--- config.mk ---
export PLATFORM = sky130hd
export DESIGN_NAME = tx_arbiter
export DESIGN_NICKNAME = d
export VERILOG_FILES = /design/src/rtl/trig_pkg.sv /design/src/rtl/rr_pick.sv /design/src/rtl/tx_arbiter.sv
export SDC_FILE = /design/constraint.sdc
export NUM_CORES = 1
export LEC_CHECK = 0
export CAP_MARGIN = 30
export CORE_AREA = 2 2 91 93
export CTS_CLUSTER_DIAMETER = 150
export CTS_CLUSTER_SIZE = 25
export DETAILED_ROUTE_END_ITERATION = 8
export DIE_AREA = 0 0 93 95
export PLACE_DENSITY = 0.64
export SYNTH_ARGS = -nofsm -noshare
export SYNTH_HDL_FRONTEND = slang
export SYNTH_HIERARCHICAL = 1
export SYNTH_SLANG_ARGS = --single-unit
--- constraint.sdc ---
create_clock -name clk -period 4.7 [get_ports clk]
set_clock_uncertainty 0.1 [all_clocks]
set_input_delay 0.94 -clock clk [delete_from_list [all_inputs] [get_ports clk]]
set_output_delay 0.94 -clock clk [all_outputs]
set_load 0.02 [all_outputs]
--- src/rtl/trig_pkg.sv ---
// Shared definitions for the UART transmit arbiter.
//   state_t     : arbiter FSM state encoding
//   HDR_BASE    : base value of the per-packet source header byte
//   TIMEOUT_DEF : default mid-packet idle limit, in cycles
package trig_pkg;

    typedef enum logic [1:0] {
        ST_IDLE = 2'd0,
        ST_HDR  = 2'd1,
        ST_SEND = 2'd2,
        ST_GAP  = 2'd3
    } state_t;

    localparam logic [7:0] HDR_BASE    = 8'hA0;
    localparam int         TIMEOUT_DEF = 1000;

endpackage

--- src/rtl/rr_pick.sv ---
// Round-robin selector.
//   req  : request vector
//   ptr  : index of the last grantee; the search starts at ptr+1
//   pick : one-hot winner, zero when no request is pending
module rr_pick #(
    parameter int NREQ = 3,
    parameter int IW   = $clog2(NREQ)
) (
    input  logic [NREQ-1:0] req,
    input  logic [IW-1:0]   ptr,
    output logic [NREQ-1:0] pick
);

    always_comb begin
        int  j;
        logic found;
        pick  = '0;
        found = 1'b0;
        j     = 0;
        // Offset 1..NREQ so the last grantee is considered last.
        for (int i = 1; i <= NREQ; i++) begin
            j = (int'(ptr) + i) % NREQ;
            if (!found && req[j]) begin
                pick[j] = 1'b1;
                found   = 1'b1;
            end
        end
    end

endmodule

--- src/rtl/tx_arbiter.sv ---
// Packet-atomic round-robin arbiter feeding a single byte-wide UART.
//   clk, reset  : clock and synchronous active-high reset
//   req         : per-requester packet request, held until the last byte is taken
//   in_valid    : per-requester byte valid
//   in_data     : per-requester byte
//   in_last     : per-requester last-byte marker
//   in_ready    : byte accepted (only ever for the granted index)
//   grant       : one-hot current owner, or zero
//   txBusy      : UART transmitter busy
//   txStart     : one-cycle start pulse to the UART
//   txData      : byte to the UART, valid while txStart is high
//   timeout_err : one-cycle pulse on a packet abort
//   busy        : high whenever the FSM is not idle
module tx_arbiter
    import trig_pkg::*;
#(
    parameter int NREQ      = 3,
    parameter bit HEADER_EN = 1'b1,
    parameter int TIMEOUT   = TIMEOUT_DEF
) (
    input  logic                 clk,
    input  logic                 reset,
    input  logic [NREQ-1:0]      req,
    input  logic [NREQ-1:0]      in_valid,
    input  logic [NREQ-1:0][7:0] in_data,
    input  logic [NREQ-1:0]      in_last,
    output logic [NREQ-1:0]      in_ready,
    output logic [NREQ-1:0]      grant,
    input  logic                 txBusy,
    output logic                 txStart,
    output logic [7:0]           txData,
    output logic                 timeout_err,
    output logic                 busy
);

    localparam int         IW      = $clog2(NREQ);
    localparam logic [15:0] TO_LAST = 16'(TIMEOUT - 1);

    state_t            state, state_n;
    logic [NREQ-1:0]   grant_q, grant_n;
    logic [IW-1:0]     idx_q, idx_n;
    logic [IW-1:0]     ptr_q, ptr_n;
    logic              start_q, start_n;
    logic [7:0]        data_q, data_n;
    logic              last_q, last_n;
    logic              hdr_q, hdr_n;
    logic [15:0]       cnt_q, cnt_n;
    logic              err_q, err_n;

    logic [NREQ-1:0]   pick;
    logic [IW-1:0]     pick_idx;
    logic              accept, dropped, abort, release_own;

    rr_pick #(.NREQ(NREQ), .IW(IW)) u_pick (
        .req  (req),
        .ptr  (ptr_q),
        .pick (pick)
    );

    always_comb begin
        pick_idx = '0;
        for (int i = 0; i < NREQ; i++)
            if (pick[i]) pick_idx = IW'(i);
    end

    assign accept = (state == ST_SEND) && req[idx_q] && in_valid[idx_q] && !txBusy;
    // Once the last byte has been taken the requester may drop req while we sit
    // in GAP; that is a normal end of packet, not an abort.
    assign dropped = (state != ST_IDLE) && !req[idx_q] &&
                     !(state == ST_GAP && last_q && !hdr_q);

    always_comb begin
        state_n     = state;
        grant_n     = grant_q;
        idx_n       = idx_q;
        ptr_n       = ptr_q;
        start_n     = 1'b0;
        data_n      = data_q;
        last_n      = last_q;
        hdr_n       = hdr_q;
        cnt_n       = cnt_q;
        err_n       = 1'b0;
        in_ready    = '0;
        abort       = 1'b0;
        release_own = 1'b0;

        case (state)
            ST_IDLE: begin
                cnt_n = '0;
                if (|req) begin
                    grant_n = pick;
                    idx_n   = pick_idx;
                    hdr_n   = 1'b0;
                    last_n  = 1'b0;
                    state_n = HEADER_EN ? ST_HDR : ST_SEND;
                end
            end
            ST_HDR: begin
                if (!txBusy) begin
                    start_n = 1'b1;
                    data_n  = HDR_BASE | 8'(idx_q);
                    hdr_n   = 1'b1;
                    state_n = ST_GAP;
                end
            end
            ST_SEND: begin
                if (accept) begin
                    in_ready[idx_q] = 1'b1;
                    start_n = 1'b1;
                    data_n  = in_data[idx_q];
                    last_n  = in_last[idx_q];
                    hdr_n   = 1'b0;
                    cnt_n   = '0;
                    state_n = ST_GAP;
                end else if (cnt_q == TO_LAST) begin
                    abort = 1'b1;
                end else begin
                    cnt_n = cnt_q + 16'd1;
                end
            end
            ST_GAP: begin
                // One dead cycle covers the UART's busy-rise latency.
                if (hdr_q || !last_q) state_n = ST_SEND;
                else                  release_own = 1'b1;
            end
            default: state_n = ST_IDLE;
        endcase

        if (dropped) abort = 1'b1;

        if (abort) begin
            start_n = 1'b0;
            data_n  = data_q;
            err_n   = 1'b1;
        end
        if (abort || release_own) begin
            state_n = ST_IDLE;
            grant_n = '0;
            ptr_n   = idx_q;
        end
    end

    always_ff @(posedge clk) begin
        if (reset) begin
            state   <= ST_IDLE;
            grant_q <= '0;
            idx_q   <= '0;
            ptr_q   <= IW'(NREQ - 1);
            start_q <= 1'b0;
            data_q  <= '0;
            last_q  <= 1'b0;
            hdr_q   <= 1'b0;
            cnt_q   <= '0;
            err_q   <= 1'b0;
        end else begin
            state   <= state_n;
            grant_q <= grant_n;
            idx_q   <= idx_n;
            ptr_q   <= ptr_n;
            start_q <= start_n;
            data_q  <= data_n;
            last_q  <= last_n;
            hdr_q   <= hdr_n;
            cnt_q   <= cnt_n;
            err_q   <= err_n;
        end
    end

    assign grant       = grant_q;
    assign txStart     = start_q;
    assign txData      = data_q;
    assign timeout_err = err_q;
    assign busy        = (state != ST_IDLE);

endmodule

==> out/metrics.yaml, run 1 <==
logic_synthesis:
  synth_cell_type_count: 52
  yosysTopAreaCellShare_pct: 32.16
  synth_most_common_cell: "dfxtp_1"
  synth_async_sr_flop_share_pct: 0
  syn_inst: 281
  yosys-top-cells-count: "dfxtp_1, nor2_1, nand2_1"
  syn_nets: 327
  synth_edf_count: 0
  synth.avg_cell_area_um2: 8.197
  synth_seq_area_share_pct: 32.16
  synth_area_leaders: "dfxtp_1, mux2i_1, ha_1"
  synth_top_area_cell: "dfxtp_1"
  ys_seq_elements: 37
  netlist_area_um2: 2303
  ys.flop_type: "dfxtp_1"
  ys.warnings.count: 6
finish:
  multi_input_area_um2: 1428
  drive_gt1_share_pct: 6.481
  antenna_cells: 0
  seqCellArea_um2: 740.7
  area_growth_pct: 28.14
  fillerInstances: 838
  layout.nets: 370
  fin_util_pct: 37.23
global_route:
  grt_overflow: 0
  grt_usage_pct: 13.50
  first_global_vias: 1956
  grt_pass1_wl_um: 9591
  antenna_found_initial: 0
  grt_max_degree: 20
clocking:
  clkSinkCount: 37
  clkTransAtPathRegs_ps: 70
  cts_buffers: 5
  holdBufCountCts: 0
  cts_buffer_depth: 2
  post_cts_buffers: 0
  insertion_delay_ps: 290
  cts_tree: "yes"
  root_buffer: "clkbuf_8"
  cts_resized: 0
  htree_levels: 2
setup_path:
  crit_fanout: 9
  worst_setup_path_end_kind: "output pin"
  r2r_end: "state[0]$_SDFFE_PP0P_"
  reg2reg_from: "idx_q[1]$_SDFFE_PP0P_"
  crit_required_ps: 3660
  r2r_setup_slack_ps: 2020
  crit_type: "input pin to output pin"
  critPathLaunchType: "input pin"
  r2r_cells: 5
  cp.arrival_ps: 2890
sta:
  setup_violations: 0
  rsz0062_at_grt: "false"
  tns_ps: 0
  drv_slew: 0
  max_freq_ghz: 0.2542
  final-hold-violation-count: 0
  fin_crit_ps: 3934
  slew_headroom_pct: 43.48
  tightest_slew_ps: 846.7
  fin_crit_sh_pct: 83.71
floorplanning:
  die_w_um: 93
  num_rows: 33
  initial_core_util_pct: 29.06
  die_h_um: 95
  core_um2: 7928
  ioPinCount: 53
  die_area_um2: 8835
pwr:
  power.density_nw_per_um2: 439.0
  peakVddDrop_mv: 0.2214
  p_total_w: 0.001296
  p_leak_nw: 1.057
place:
  io_buffers: 52
  hpwlAfterDp_um: 4295
  place_congestion: 0.8179
hold_path:
  min-delay-start: "grant[0]$_SDFFE_PP0P_"
  hp-class: "flop to flop"
  holdPathStages: 2
  holdPathEnd: "grant[0]$_SDFFE_PP0P_"
drt:
  drt_first_pass_iters: 4
  dr.first_iter.drc_count: 92
  wl_per_cell_um: 13.47
  drt-vias-per-instance: 4.935
  num_vias: 2117
  drc_errors: 0
  antenna_left: 0
  drt_wl_total_um: 5779
run:
  max_cap_violations: 0
outcome:
  status: "finished clean"
worst max-delay path by stage:
stage | start | endpoint | slack (ps)
floorplan | in_valid[2] | in_ready[0] | 1930
global placement | req[2] | in_ready[1] | 780
detailed placement | req[2] | in_ready[1] | 770
CTS | req[2] | in_ready[1] | 760
global route | req[2] | in_ready[1] | 650
finish | req[2] | in_ready[1] | 770
power breakdown:
| group | switching [W] | internal, W | leakage [nW] | total [W] |
|---|---|---|---|---|
| Clock | 0.000108 | 0.000116 | 0.0443 | 0.000225 |
| Sequential | 0.0000536 | 0.000359 | 0.300 | 0.000413 |
| Combinational | 0.000386 | 0.000273 | 0.713 | 0.000658 |
| Total | 0.000548 | 0.000748 | 1.06 | 0.00130 |
per-layer routing:
| metal | wire [um] | up-vias | share of wire (%) | track usage [%] |
|---|---|---|---|---|
| li1 | - | 1084 | - | - |
| met1 | 2896 | 991 | 50 | 18.68 |
| met2 | 2637 | 38 | 46 | 21.50 |
| met3 | 190 | 4 | 3.3 | 2.314 |
| met4 | 55 | 0 | 0.95 | 4.167 |
| met5 | 0 | - | 0 | 0 |
worst max-delay path: stages:
cell,delay [ps]
clkdlybuf4s50_1,640
and4b_1,310
nor3_1,70
nor2_1,180
and2_1,150
clkdlybuf4s50_1,600
cell families (layout without fill, tap and decap cells):
family                     after synthesis  after routing  share of synthesized area, %
DFF                                     37             37                         32.16
and+or+nand+nor                        121            121                         28.19
AOI/OAI and AO/OA                       59             59                         17.65
adders and majority gates               10             10                         5.432
muxes                                   15             15                         6.518
xor gates and xnor gates                11             11                         4.182
buffers and inverters                   28             71                         5.866
stage by stage:
step	area, um2	std cells	setup slack (ps)	hold WS (ps)
CTS	2952	429	757.4	362.9
global placement	2865	422	784.2	345.7
global route	2952	429	648.1	370.2
detailed placement	2865	422	771.6	351.6
finish	2952	429	765.8	359.1
floorplan	2303	281	1927	344.0
final cells by class:
class                   count  area share, %
clock buffers               7          2.925
inverters                  12          1.526
flip-flops and latches     37          25.10
repair buffers             52          17.63
well taps                 105          4.451
multi-input cells         216          48.37
sequential cells by signal (all words and copies together) (netlist names):
| name | count |
|---|---|
| last_q | 1 |
| state | 2 |
| grant | 3 |
| txData | 8 |
| timeout_err | 1 |
| hdr_q | 1 |
| cnt_q | 16 |
| txStart | 1 |
| idx_q | 2 |
| ptr_q | 2 |
layout by cell type, fill, tap and decap left out, types with 3 or more instances in the layout:
master / Yosys / final
a21o_1: 3 / 3
a21oi_1: 22 / 22
a31o_2: 6 / 6
and2_1: 5 / 5
and3_1: 5 / 5
and4b_1: 3 / 3
clkbuf_8: 0 / 6
clkdlybuf4s50_1: 0 / 52
dfxtp_1: 37 / 37
ha_1: 10 / 10
inv_1: 12 / 12
mux2i_1: 15 / 15
nand2_1: 26 / 26
nand3_1: 8 / 8
nand3b_1: 5 / 5
nand4_1: 6 / 6
nor2_1: 28 / 28
nor2b_1: 3 / 3
nor3_1: 12 / 12
o21ai_0: 6 / 6
o22ai_1: 5 / 5
or3_1: 4 / 4
xnor2_1: 5 / 5
xor2_1: 6 / 6
Power figures use the tool's default switching activity.
==> inputs of run 2 (changes only) <==
--- a/config.mk
+++ b/config.mk
@@ -11,7 +11,7 @@
 export CTS_CLUSTER_SIZE = 25
 export DETAILED_ROUTE_END_ITERATION = 8
 export DIE_AREA = 0 0 93 95
-export PLACE_DENSITY = 0.64
+export PLACE_DENSITY = 0.66
 export SYNTH_ARGS = -nofsm -noshare
 export SYNTH_HDL_FRONTEND = slang
 export SYNTH_HIERARCHICAL = 1
==> constraint.sdc (replaced) <==
create_clock -name clk -period 3.5 [get_ports clk]
set_clock_uncertainty 0.1 [all_clocks]
set_input_delay 0.7 -clock clk [delete_from_list [all_inputs] [get_ports clk]]
set_output_delay 0.7 -clock clk [all_outputs]
set_load 0.02 [all_outputs]
==> out/metrics.yaml, run 2 (same netlist as run 1, synthesis figures left out) <==
global_route:
  grt_usage_pct: 13.94  # was 13.50%
  grt_max_degree: 18  # was 20
  first_global_vias: 2068  # was 1956
  antenna_found_initial: 0  # unchanged
  grt_pass1_wl_um: 9901  # was 9591 um
  grt_overflow: 0  # unchanged
setup_path:
  worst_setup_path_end_kind: "output pin"  # unchanged
  crit_chain: "clkdlybuf4s50_1 -> and4b_1 -> nor3_1 -> nor2_1 -> and2_1 -> clkdlybuf4s50_1"  # unchanged
  cpMostUsedCell: "clkdlybuf4s50_1"  # unchanged
  max_stage_delay_ps: 600  # was 640 ps
  crit_required_ps: 2700  # was 3660 ps
  cp.arrival_ps: 2490  # was 2890 ps
  crit_buf_inv: 2  # unchanged
  crit_fanout: 3  # was 9
  crit_type: "input pin to output pin"  # unchanged
  critPathLaunchType: "input pin"  # unchanged
  crit_family: "buffers and inverters"  # unchanged
  slowest_stage: "clkdlybuf4s50_1"  # unchanged
floorplanning:
  core_um2: 7928  # unchanged
  die_area_um2: 8835  # unchanged
  die_h_um: 95  # unchanged
  num_rows: 33  # unchanged
  initial_core_util_pct: 29.06  # unchanged
  ioPinCount: 53  # unchanged
  die_w_um: 93  # unchanged
outcome:
  status: "finished clean"  # unchanged
clocking:
  cts_resized: 0  # unchanged
  clkTransAtPathRegs_ps: 70  # about the same
  post_cts_buffers: 0  # unchanged
  holdBufCountCts: 0  # unchanged
  cts_buffers: 5  # unchanged
  clkSinkCount: 37  # unchanged
  htree_levels: 2  # unchanged
  cts_tree: "yes"  # unchanged
  root_buffer: "clkbuf_8"  # unchanged
  insertion_delay_ps: 290  # about the same
  cts_buffer_depth: 2  # unchanged
drt:
  drt_wl_total_um: 5915  # was 5779 um
  num_vias: 2181  # was 2117
  drc_errors: 0  # unchanged
  drt_first_pass_iters: 4  # unchanged
  antenna_left: 0  # unchanged
  drt-vias-per-instance: 4.991  # was 4.935
  dr.first_iter.drc_count: 79  # was 92
  wl_per_cell_um: 13.54  # was 13.47 um
finish:
  largest_reg_flops: 16  # unchanged
  layout.nets: 377  # was 370
  drive_gt1_share_pct: 9.036  # was 6.481%
  layout_common_cells: "clkdlybuf4s50_1, dfxtp_1, nor2_1, nand2_1, a21oi_1"  # unchanged
  fillerInstances: 821  # was 838
  antenna_cells: 0  # unchanged
  layout_commonest_cell: "clkdlybuf4s50_1"  # unchanged
  area_growth_pct: 31.88  # was 28.14%
  top_register: "cnt_q"  # unchanged
pwr:
  p_leak_nw: 1.106  # was 1.057 nW
  power.density_nw_per_um2: 605.2  # was 439.0 nW/um2
  p_total_w: 0.001838  # was 0.001296 W
  peakVddDrop_mv: 0.2674  # was 0.2214 mV
place:
  hpwlAfterDp_um: 4545  # was 4295 um
  io_buffers: 52  # unchanged
  place_congestion: 0.8909  # was 0.8179
  dp_slack_ps: 211.1  # was 771.6 ps
sta:
  fin_crit_sh_pct: 93.93
  tightest_slew_ps: 458.7  # was 846.7 ps
  worst_slack_ps: 212.4  # was 765.8 ps
  tns_ps: 0  # unchanged
  rsz0062_at_grt: "false"  # unchanged
  final-hold-violation-count: 0  # unchanged
  fin_crit_ps: 3288
  max_freq_ghz: 0.3042
  drv_slew: 0  # unchanged
  setup_violations: 0  # unchanged
  slew_headroom_pct: 68.99  # was 43.48%
run:
  max_cap_violations: 0  # unchanged
hold_path:
  hp-class: "flop to flop"  # unchanged
[run 2: cell count changes in the layout (fill, tap and decap cells not counted)]
| cell | change |
|---|---|
| clkbuf_1 | -1 |
| buf_4 | +7 |
| bufinv_16 | +1 |
| clkinvlp_4 | +1 |
[run 2: per-stage QoR]
step	cell area (um2)	hold WS (ps)	instances	utilization [%]
2_1_floorplan	2303	344.0	281	-
3_3_place_gp	2918	343.9	429	36.81
3_5_place_dp	2918	352.7	429	36.81
4_1_cts	3038	363.6	437	38.32
5_1_grt	3038	386.6	437	38.32
6_report	3038	357.4	437	38.32
[run 2: report_power, final]
part	total (W)	internal, W	switching, W
logic	0.000914	0.000378	0.000536
registers	0.000539	0.000482	0.0000568
clock network	0.000385	0.000232	0.000153
total	0.00184	0.00109	0.000746
[run 2: worst paths after layout]
| check | startpoint | end | slack [ps] | cells after the start |
|---|---|---|---|---|
| min | grant[0]$_SDFFE_PP0P_ | grant[0]$_SDFFE_PP0P_ | 360 | 2 |
| max reg2reg | state[0]$_SDFFE_PP0P_ | state[0]$_SDFFE_PP0P_ | 1000 | 7 |
| max | req[2] | in_ready[1] | 210 | 6 |
| min reg2reg | grant[0]$_SDFFE_PP0P_ | grant[0]$_SDFFE_PP0P_ | 360 | 2 |
[run 2: per-layer routing]
metal  vias up  wire length [um]  GRT usage, %
met4         0                73         5.025
met2        36              2735         23.19
met3         4               207         2.554
met1      1036              2899         18.11
met5         -                 0             0
li1       1105                 -             -
[run 2: area by class of cell]
type	instances	area (um2)	area share [%]
multi-input combinational	216	1428	46.99
sequential	37	740.7	24.38
timing repair buffer	59	573.1	18.86
tap	105	131.4	4.325
clock buffer	6	82.58	2.718
inverter	12	45.04	1.483
clock inverter	2	37.54	1.236
[run 2: tightest hold or removal path, cell delays in order, from the launching register on]
cell and delay [ps]:
dfxtp_1 310, nand2_1 50, a21oi_1 50
